### config.mk
export PLATFORM = sky130hd
export DESIGN_NAME = cross_bar_nxm
export DESIGN_NICKNAME = d
export VERILOG_FILES = /design/src/rtl/cross_bar_pkg.sv /design/src/rtl/rr_arbiter.sv /design/src/rtl/cross_bar_nxm.sv
export SDC_FILE = /design/constraint.sdc
export NUM_CORES = 1
export LEC_CHECK = 0
export CORE_AREA = 2 2 157 159
export DETAILED_ROUTE_END_ITERATION = 8
export DIE_AREA = 0 0 159 161
export HOLD_SLACK_MARGIN = 0.08
export PLACE_DENSITY = 0.66
export SLEW_MARGIN = 20
export SYNTH_ARGS = -nofsm -noshare
export SYNTH_HDL_FRONTEND = slang
export SYNTH_HIERARCHICAL = 1
export SYNTH_SLANG_ARGS = --single-unit
### constraint.sdc
create_clock -name aclk -period 2 [get_ports aclk]
set_clock_uncertainty 0.1 [all_clocks]
set_input_delay 0.3 -clock aclk [delete_from_list [all_inputs] [get_ports aclk]]
set_output_delay 0.3 -clock aclk [all_outputs]
set_load 0.01 [all_outputs]
### src/rtl/cross_bar_pkg.sv
// Shared constants, types and helpers for the N x M req/ack/resp crossbar.
package cross_bar_pkg;

  localparam logic CMD_READ  = 1'b0;
  localparam logic CMD_WRITE = 1'b1;

  // Wide all-ones pattern; users truncate to their data width.
  localparam int unsigned             DECERR_MAX_W = 1024;
  localparam logic [DECERR_MAX_W-1:0] DECERR_DATA  = '1;

  typedef enum logic {
    ARB_IDLE,
    ARB_GRANTED
  } arb_state_e;

  // Select/index width: at least one bit even for a single port.
  function automatic int unsigned sel_width(input int unsigned n);
    return (n <= 1) ? 1 : $clog2(n);
  endfunction

endpackage

### src/rtl/rr_arbiter.sv
// Combinational round-robin picker: first requester at or after ptr wins.
module rr_arbiter
  import cross_bar_pkg::*;
#(
  parameter  int unsigned N  = 2,
  localparam int unsigned PW = sel_width(N)
) (
  input  logic [N-1:0]  req,
  input  logic [PW-1:0] ptr,
  input  logic          en,
  output logic [N-1:0]  gnt,
  output logic          valid
);

  // Scan offsets from ptr upward, wrapping modulo N, and keep the first hit
  always_comb begin
    gnt   = '0;
    valid = 1'b0;
    for (int unsigned i = 0; i < N; i++) begin
      for (int unsigned j = 0; j < N; j++) begin
        if (en && !valid && req[j] && (((32'(ptr) + i) % N) == j)) begin
          valid  = 1'b1;
          gnt[j] = 1'b1;
        end
      end
    end
  end

endmodule

### src/rtl/cross_bar_nxm.sv
// N-master x M-slave crossbar: per-slave round-robin arbitration, in-order
// read-response routing FIFOs and an internal decode-error responder.
module cross_bar_nxm
  import cross_bar_pkg::*;
#(
  parameter int unsigned AWIDTH    = 32,
  parameter int unsigned DWIDTH    = 32,
  parameter int unsigned N_MASTERS = 2,
  parameter int unsigned N_SLAVES  = 2
) (
  input  logic                          aclk,
  input  logic                          aresetn,
  input  logic [N_MASTERS-1:0]          s_req,
  input  logic [N_MASTERS*AWIDTH-1:0]   s_addr,
  input  logic [N_MASTERS-1:0]          s_cmd,
  input  logic [N_MASTERS*DWIDTH-1:0]   s_wdata,
  output logic [N_MASTERS-1:0]          s_ack,
  output logic [N_MASTERS*DWIDTH-1:0]   s_rdata,
  output logic [N_MASTERS-1:0]          s_resp,
  output logic [N_SLAVES-1:0]           m_req,
  output logic [N_SLAVES*AWIDTH-1:0]    m_addr,
  output logic [N_SLAVES-1:0]           m_cmd,
  output logic [N_SLAVES*DWIDTH-1:0]    m_wdata,
  input  logic [N_SLAVES-1:0]           m_ack,
  input  logic [N_SLAVES*DWIDTH-1:0]    m_rdata,
  input  logic [N_SLAVES-1:0]           m_resp
);

  localparam int unsigned SW  = sel_width(N_SLAVES);
  localparam int unsigned IW  = sel_width(N_MASTERS);
  localparam int unsigned CW  = $clog2(N_MASTERS + 1);
  localparam int unsigned NT  = N_SLAVES + 1;   // slaves plus error responder
  localparam int unsigned ERR = N_SLAVES;

  logic [NT-1:0][N_MASTERS-1:0] tgt_req;
  logic [NT-1:0]                ack_in;
  logic [NT-1:0]                resp_in;
  logic [NT-1:0]                acked;
  logic [NT-1:0]                pop;
  logic [NT-1:0]                push_rd;
  logic [DWIDTH-1:0]            rdata_in [NT];
  logic [IW-1:0]                owner_q  [NT];
  logic [IW-1:0]                head_q   [NT];
  logic [N_MASTERS-1:0]         rd_busy;
  logic [N_MASTERS-1:0]         rd_set;
  logic [N_MASTERS-1:0]         rd_clr;

  // Address decode and eligibility per master
  for (genvar i = 0; i < N_MASTERS; i++) begin : g_dec
    logic [SW-1:0] idx;
    logic          ok;
    assign idx = s_addr[i*AWIDTH + AWIDTH - 1 -: SW];
    assign ok  = s_req[i] && ((s_cmd[i] == CMD_WRITE) || !rd_busy[i]);
    for (genvar j = 0; j < NT; j++) begin : g_hit
      if (j < N_SLAVES) begin : g_s
        assign tgt_req[j][i] = ok && (32'(idx) == 32'(j));
      end else begin : g_e
        assign tgt_req[j][i] = ok && (32'(idx) >= 32'(N_SLAVES));
      end
    end
  end

  // Per-target arbiter, grant state and response-routing FIFO
  for (genvar j = 0; j < NT; j++) begin : g_tgt
    arb_state_e           state;
    logic [IW-1:0]        owner;
    logic [IW-1:0]        ptr;
    logic [IW-1:0]        gnt_idx;
    logic                 cmd_q;
    logic [N_MASTERS-1:0] gnt;
    logic                 gvalid;
    logic                 take;
    logic [IW-1:0]        fifo_mem [N_MASTERS];
    logic [IW-1:0]        wp;
    logic [IW-1:0]        rp;
    logic [CW-1:0]        cnt;
    logic                 push;
    logic                 popv;

    rr_arbiter #(.N(N_MASTERS)) u_arb (
      .req   (tgt_req[j]),
      .ptr   (ptr),
      .en    (state == ARB_IDLE),
      .gnt   (gnt),
      .valid (gvalid)
    );

    // One-hot grant to master index
    always_comb begin
      gnt_idx = '0;
      for (int unsigned k = 0; k < N_MASTERS; k++) begin
        if (gnt[k]) gnt_idx = IW'(k);
      end
    end

    assign take       = (state == ARB_IDLE) && gvalid;
    assign acked[j]   = (state == ARB_GRANTED) && ack_in[j];
    assign push       = acked[j] && (cmd_q == CMD_READ);
    assign popv       = resp_in[j] && (cnt != '0);
    assign owner_q[j] = owner;
    assign head_q[j]  = fifo_mem[rp];
    assign pop[j]     = popv;
    assign push_rd[j] = push;

    // IDLE/GRANTED state, owner capture and round-robin pointer advance
    always_ff @(posedge aclk or negedge aresetn) begin
      if (!aresetn) begin
        state <= ARB_IDLE;
        owner <= '0;
        ptr   <= '0;
        cmd_q <= 1'b0;
      end else if (take) begin
        state <= ARB_GRANTED;
        owner <= gnt_idx;
        cmd_q <= s_cmd[gnt_idx];
      end else if (acked[j]) begin
        state <= ARB_IDLE;
        ptr   <= (owner == IW'(N_MASTERS - 1)) ? '0 : owner + IW'(1);
      end
    end

    // Circular buffer of read-owner IDs, popped in response order
    always_ff @(posedge aclk or negedge aresetn) begin
      if (!aresetn) begin
        wp  <= '0;
        rp  <= '0;
        cnt <= '0;
        for (int unsigned k = 0; k < N_MASTERS; k++) fifo_mem[k] <= '0;
      end else begin
        if (push) begin
          fifo_mem[wp] <= owner;
          wp <= (wp == IW'(N_MASTERS - 1)) ? '0 : wp + IW'(1);
        end
        if (popv) begin
          rp <= (rp == IW'(N_MASTERS - 1)) ? '0 : rp + IW'(1);
        end
        if (push && !popv) begin
          cnt <= cnt + CW'(1);
        end else if (!push && popv) begin
          cnt <= cnt - CW'(1);
        end
      end
    end

    if (j < N_SLAVES) begin : g_slv
      logic [AWIDTH-1:0] addr_q;
      logic [DWIDTH-1:0] wdata_q;

      // Capture the granted master's address and write data
      always_ff @(posedge aclk or negedge aresetn) begin
        if (!aresetn) begin
          addr_q  <= '0;
          wdata_q <= '0;
        end else if (take) begin
          addr_q  <= s_addr[32'(gnt_idx)*AWIDTH +: AWIDTH];
          wdata_q <= s_wdata[32'(gnt_idx)*DWIDTH +: DWIDTH];
        end
      end

      assign m_req[j]                     = (state == ARB_GRANTED);
      assign m_cmd[j]                     = cmd_q;
      assign m_addr[j*AWIDTH +: AWIDTH]   = addr_q;
      assign m_wdata[j*DWIDTH +: DWIDTH]  = wdata_q;
      assign ack_in[j]                    = m_ack[j];
      assign resp_in[j]                   = m_resp[j];
      assign rdata_in[j]                  = m_rdata[j*DWIDTH +: DWIDTH];
    end else begin : g_err
      logic err_ack_q;
      logic err_resp_q;

      // Ack one cycle into the grant; answer reads one cycle after the ack
      always_ff @(posedge aclk or negedge aresetn) begin
        if (!aresetn) begin
          err_ack_q  <= 1'b0;
          err_resp_q <= 1'b0;
        end else begin
          err_ack_q  <= (state == ARB_GRANTED) && !err_ack_q;
          err_resp_q <= push;
        end
      end

      assign ack_in[j]   = err_ack_q;
      assign resp_in[j]  = err_resp_q;
      assign rdata_in[j] = DWIDTH'(DECERR_DATA);
    end
  end

  // Route acks and read responses back to their masters
  always_comb begin
    s_ack   = '0;
    s_resp  = '0;
    s_rdata = '0;
    rd_set  = '0;
    rd_clr  = '0;
    for (int unsigned j = 0; j < NT; j++) begin
      for (int unsigned i = 0; i < N_MASTERS; i++) begin
        if (acked[j] && (owner_q[j] == IW'(i))) s_ack[i] = 1'b1;
        if (push_rd[j] && (owner_q[j] == IW'(i))) rd_set[i] = 1'b1;
        if (pop[j] && (head_q[j] == IW'(i))) begin
          s_resp[i] = 1'b1;
          rd_clr[i] = 1'b1;
          s_rdata[i*DWIDTH +: DWIDTH] = s_rdata[i*DWIDTH +: DWIDTH] | rdata_in[j];
        end
      end
    end
  end

  // One outstanding read per master
  always_ff @(posedge aclk or negedge aresetn) begin
    if (!aresetn) begin
      rd_busy <= '0;
    end else begin
      rd_busy <= (rd_busy | rd_set) & ~rd_clr;
    end
  end

  // Error target index kept for readability of the decode above
  if (ERR != N_SLAVES) begin : g_never
    $error("error responder index mismatch");
  end

endmodule
# ---- After elaboration in Yosys (flattened, before gate mapping)
# Cells that the tools add are included.
dict set report op_classes {
  add_sub_neg 12
  order_cmp 8
  shift 4
  muxes 60
  bitwise 21
  n_reduce_logical 80
}
# cell count
set op_table {}
lappend op_table {{$shiftx A64 B7 Y32} 4}
lappend op_table {{$logic_not A32 Y1} 4}
lappend op_table {{$mux W32} 4}
lappend op_table {{$or A32 B32 Y32} 2}
lappend op_table {{$logic_and A1 B1 Y1} 54}
lappend op_table {{$mux W1} 48}
lappend op_table {{$logic_not A1 Y1} 12}
lappend op_table {{$not A1 Y1} 12}
lappend op_table {{$reduce_bool A2 Y1} 6}
lappend op_table {{$add A1 B1 Y1 const B} 8}
lappend op_table {{$ge A2 B2 Y1 const B} 4}
lappend op_table {{$mux W2} 4}
lappend op_table {{$not A1 Y2} 4}
lappend op_table {{$add A2 B1 Y2 const B} 2}
lappend op_table {{$bwmux W2} 2}
lappend op_table {{$lt A1 B2 Y1 const B} 2}
lappend op_table {{$lt A2 B1 Y1 const B} 2}
lappend op_table {{$reduce_and A2 Y1} 2}
lappend op_table {{$sub A2 B1 Y2 const B} 2}
lappend op_table {{$and A2 B2 Y2} 1}
lappend op_table {{$demux W1 S1} 2}
lappend op_table {{$logic_or A1 B1 Y1} 2}
lappend op_table {{$not A2 Y2} 1}
lappend op_table {{$or A2 B2 Y2} 1}
dict set report totals {
  register_bits 150
  in_bits 202
  out_inout_bits 200
  word_cells 208
}

# ---- Depth between registers and ports, before layout
dict set report depth {
  word_depth 25
  ltp_mapped 10
  ltp_nobuf 7
}

# ---- Modules after synthesis
# Netlist, hierarchy kept.
# mod n_inst cells_each area_each_um2 seq_area_each_um2
set modules_own_cells {}
lappend modules_own_cells {cross_bar_nxm 1 789 8242.9 4053.9}
lappend modules_own_cells {rr_arbiter 3 6 28.8 0.0}

# ---- Worst setup path after synthesis
# Ideal clock, no wire load.
dict set report synth_path {
  path_type {register to register}
  startpoint {register rd_busy[1]}
  endpoint {register g_tgt[1].g_slv.wdata_q[25]}
  setup_time_ns 0.133
  t_arrival_ns 1.621
  required_time_ns 1.767
  slack_ns 0.146
  stages_incl_launch_ff 11
  path_buffers 3
  synth_period_minus_slack_ns 1.854
  path_cell_list {dfrtp_1 inv_1 o21ai_0 nor2_1 nand2_1 a21oi_1 clkbuf_1 buf_4 buf_2 mux2i_1 o21ai_0}
}
# element line_no
set synth_lines {}
lappend synth_lines {{start: declaration} cross_bar_nxm.sv:44} ;# logic [N_MASTERS-1:0] rd_busy;
lappend synth_lines {{start signal: assignment} cross_bar_nxm.sv:213} ;# rd_busy <= (rd_busy | rd_set) & ~rd_clr;
lappend synth_lines {{end signal: assignment} cross_bar_nxm.sv:156} ;# wdata_q <= s_wdata[32'(gnt_idx)*DWIDTH +: DWIDTH];
lappend synth_lines {{end: declaration} cross_bar_nxm.sv:147} ;# logic [DWIDTH-1:0] wdata_q;

# ---- Worst setup path in the final report
dict set report layout_path {
  startpoint {register g_tgt[1].rp}
  endpoint {output s_rdata[63]}
}
dict set report layout_between {
  elab_chain_cells 6
}
# element line_no
set layout_rtl {}
lappend layout_rtl {{start: declaration} cross_bar_nxm.sv:75} ;# logic [IW-1:0] rp;
lappend layout_rtl {{start signal: assignment} cross_bar_nxm.sv:135} ;# rp <= (rp == IW'(N_MASTERS - 1)) ? '0 : rp + IW'(1);
lappend layout_rtl {{$not A1 Y2 (implied by the code)} cross_bar_nxm.sv:101} ;# assign head_q[j] = fifo_mem[rp];
lappend layout_rtl {{$mux W1 (implied by the code) (3 in series)} cross_bar_nxm.sv:101}
lappend layout_rtl {{$logic_and A1 B1 Y1} cross_bar_nxm.sv:199} ;# if (pop[j] && (head_q[j] == IW'(i))) begin
lappend layout_rtl {{$mux W32} cross_bar_nxm.sv:199}
lappend layout_rtl {{end: declaration} cross_bar_nxm.sv:18} ;# output logic [N_MASTERS*DWIDTH-1:0] s_rdata,
# No other way between the ends. The select of a mux whose other input is x is not followed.

==> results.md <==
- DR iter-0 viols: 368
- GPL Wtd Cong: a little under 1
- Max-slew violation count: 0
- Synth-to-Final Area Change: 68.6%
- Routed wire per std cell: about 20 um
- Nature of the critical path startpoint: flip-flop
- Gr usage total: 0.240
- Syn Inst Count: 801
- First-pass GRT wire length: 47.9 mm
- Final worst slack: -0.347 ns
- Reg2Reg Setup Slack: approximately 0.070 ns
- Die W: approximately 160 um
- Cell at the root of the clock tree: clkbuf_16
- Unrepaired setup endpoints after global routing: yes
- Final setup viols: between 60 and 70
- Hold Slack: 0.270 ns
- MaxCap Viol Count: 0
- Hold WC Path Type: in -> async
- Worst path cell trace: mux2i_1 > buf_4 > nor2_4 > buf_16 > a221o_1 > buf_2
- DR vias: between 7000 and 8000
- Worst-skew pair later-pin latency: 0.42 ns
- Outcome: finished with violations
- Max VDD drop: 619 uV
- Tmin final: about 2.3 ns
- Gr ovfl total: 0
- # DRC: 0
- CTS tree: yes
- Leak: 0.00608 uW
- Critical Path Max Stage Delay: between 0.3 and 0.4 ns
- TritonRoute pass-1 iters: 4
- Critical path required time: 1.60 ns
- Worst Path Arrival: around 2.0 ns
- Power Dens Cells: 1400 mW/mm^2
- Failing checks: setup timing
- TritonCTS buffer count: 17
- Layout cell share with drive strength beyond 1: 0.188
- Clock transition at path regs: around 0.07 ns
- Clock sink count: between 150 and 200
- Netlist Area Pre-Place: just over 0.008 sq mm
- Net count, final: ~1500
- CP delay by family, top: buffers and inverters
- Dpl ws: -0.512 ns
- Vias per cell: ~5
- Die area: 0.0256 sq mm
- WP buf/inv: 3
- Worst setup EP type: primary output
- PortBufs: ~400
- Drt total wl: 31.3 mm
- Dpl hpwl: 23.5 mm
- # diodes: 0
- Overall Power: ~20000 uW
- Worst path slowest cell: dfrtp_1
- Final ANT Viol Nets: 0
- Number of global-route vias before repair: just over 8000
- Row count: 57
- Fin crit share: 1.17
- Post-Syn Area per Cell: 10.4 sq um
- WS Path Type: reg -> out
- Initial Util: 0.346
- Die Y: around 160 um
- Yosys warns: 6
- Max Root-Sink Buffers: 2
- I/O pin count: between 400 and 500
- Antenna violations before repair: 0
- Critical Path Fanout Max: 15
- Fmax: between 400 and 500 MHz
- H-tree lvl count: 4
- Core area: 0.0240 sq mm
- Largest net degree at the start of global routing: 48
- Hold Fails Final Rpt: 0
==> power by group <==
| group | leakage (uW) | total [uW] | internal, uW | switching, uW |
|---|---|---|---|---|
| sequential | 0.00201 | 5770 | 4840 | 927 |
| combinational | 0.00379 | 10600 | 5700 | 4850 |
| clock | 0.000280 | 3230 | 1750 | 1480 |
==> registers in the layout, indices dropped and copies added, names as in the netlist <==
register	count
g_tgt.cmd_q	3
g_tgt.g_err.err_ack_q	1
g_tgt.g_err.err_resp_q	1
g_tgt.rp	3
rd_busy	2
g_tgt.fifo_mem	6
g_tgt.wp	3
g_tgt.owner	3
g_tgt.state	3
g_tgt.g_slv.wdata_q	64
g_tgt.g_slv.addr_q	64
g_tgt.ptr	3
g_tgt.cnt	6
==> metrics by stage <==
| step | instances | TNS, ns | instance area [sq um] | util |
|---|---|---|---|---|
| 2_1_floorplan | 804 | 0 | 8310 | - |
| 3_3_place_gp | 1541 | -65.39 | 13300 | 0.554 |
| 3_5_place_dp | 1541 | -66.52 | 13300 | 0.554 |
| 4_1_cts | 1589 | -19.07 | 13800 | 0.575 |
| 5_1_grt | 1596 | -25.80 | 14000 | 0.584 |
| 6_report | 1596 | -18.55 | 14000 | 0.584 |
==> per-layer routing <==
layer  share of wire  GRT usage
met1            0.38      0.265
met2            0.52      0.431
met3           0.086     0.0891
met4           0.021     0.0736
met5               0          0
==> cells in the final DEF (no fill, tap or decap), drive strengths merged, types with 4 or more instances in the layout <==
cell type	instances
clkbuf	23
nand3	4
clkdlybuf4s50	330
xnor2	6
conb	4
dfrtp	162
mux2i	134
a21oi	4
clkinv	5
xor2	9
inv	17
mux2	9
a221o	64
nor2	11
nand2	143
buf	169
o21ai	143
==> worst paths after layout <==
kind                                                      startpoint                                     to  cells past startpoint
worst max-delay path                         g_tgt[1].rp$_DFFE_PN0P_                            s_rdata[63]                      6
worst min-delay path                                         aresetn  g_tgt[0].g_slv.wdata_q[5]$_DFFE_PN0P_                      2
worst max register to register                  rd_busy[1]$_DFF_PN0_   g_tgt[0].g_slv.addr_q[6]$_DFFE_PN0P_                      9
worst min register to register  g_tgt[0].g_slv.addr_q[1]$_DFFE_PN0P_   g_tgt[0].g_slv.addr_q[1]$_DFFE_PN0P_                      2
max in group asynchronous                                    aresetn  g_tgt[0].g_slv.wdata_q[1]$_DFFE_PN0P_                      3
min in group aclk                                           m_ack[0]             g_tgt[0].state$_DFFE_PN0P_                      3
==> repair_timing <==
| action | 4_1_cts | 5_1_grt |
|---|---|---|
| setup endpoints to repair | 69 | 114 |
| hold buffers | 1 | 0 |
| buffers inserted | 13 | 3 |
| gates cloned | 3 | 5 |
| pin swaps | 9 | 21 |
| endpoints found under the hold margin | 41 | 0 |
| resized for setup | 295 | 26 |
==> worst register-to-register path, cell delays in order (launching register included) <==
cell	delay [ns]
dfrtp_1	0.38
inv_1	0.06
o21ai_1	0.09
nor2_1	0.16
nand2_1	0.11
a21oi_4	0.23
clkbuf_16	0.21
buf_12	0.14
mux2i_1	0.24
o21ai_0	0.10
==> layout make-up <==
class                   count  area, sq um
fillers                  2140         9970
repair buffers            509         5000
flip-flops and latches    162         4060
multi-input cells         560         3930
clock buffers              17          425
well taps                 324          405
clock inverters            14          149
inverters                  10         37.5
Note: power is estimated with default switching activity, not from simulation.
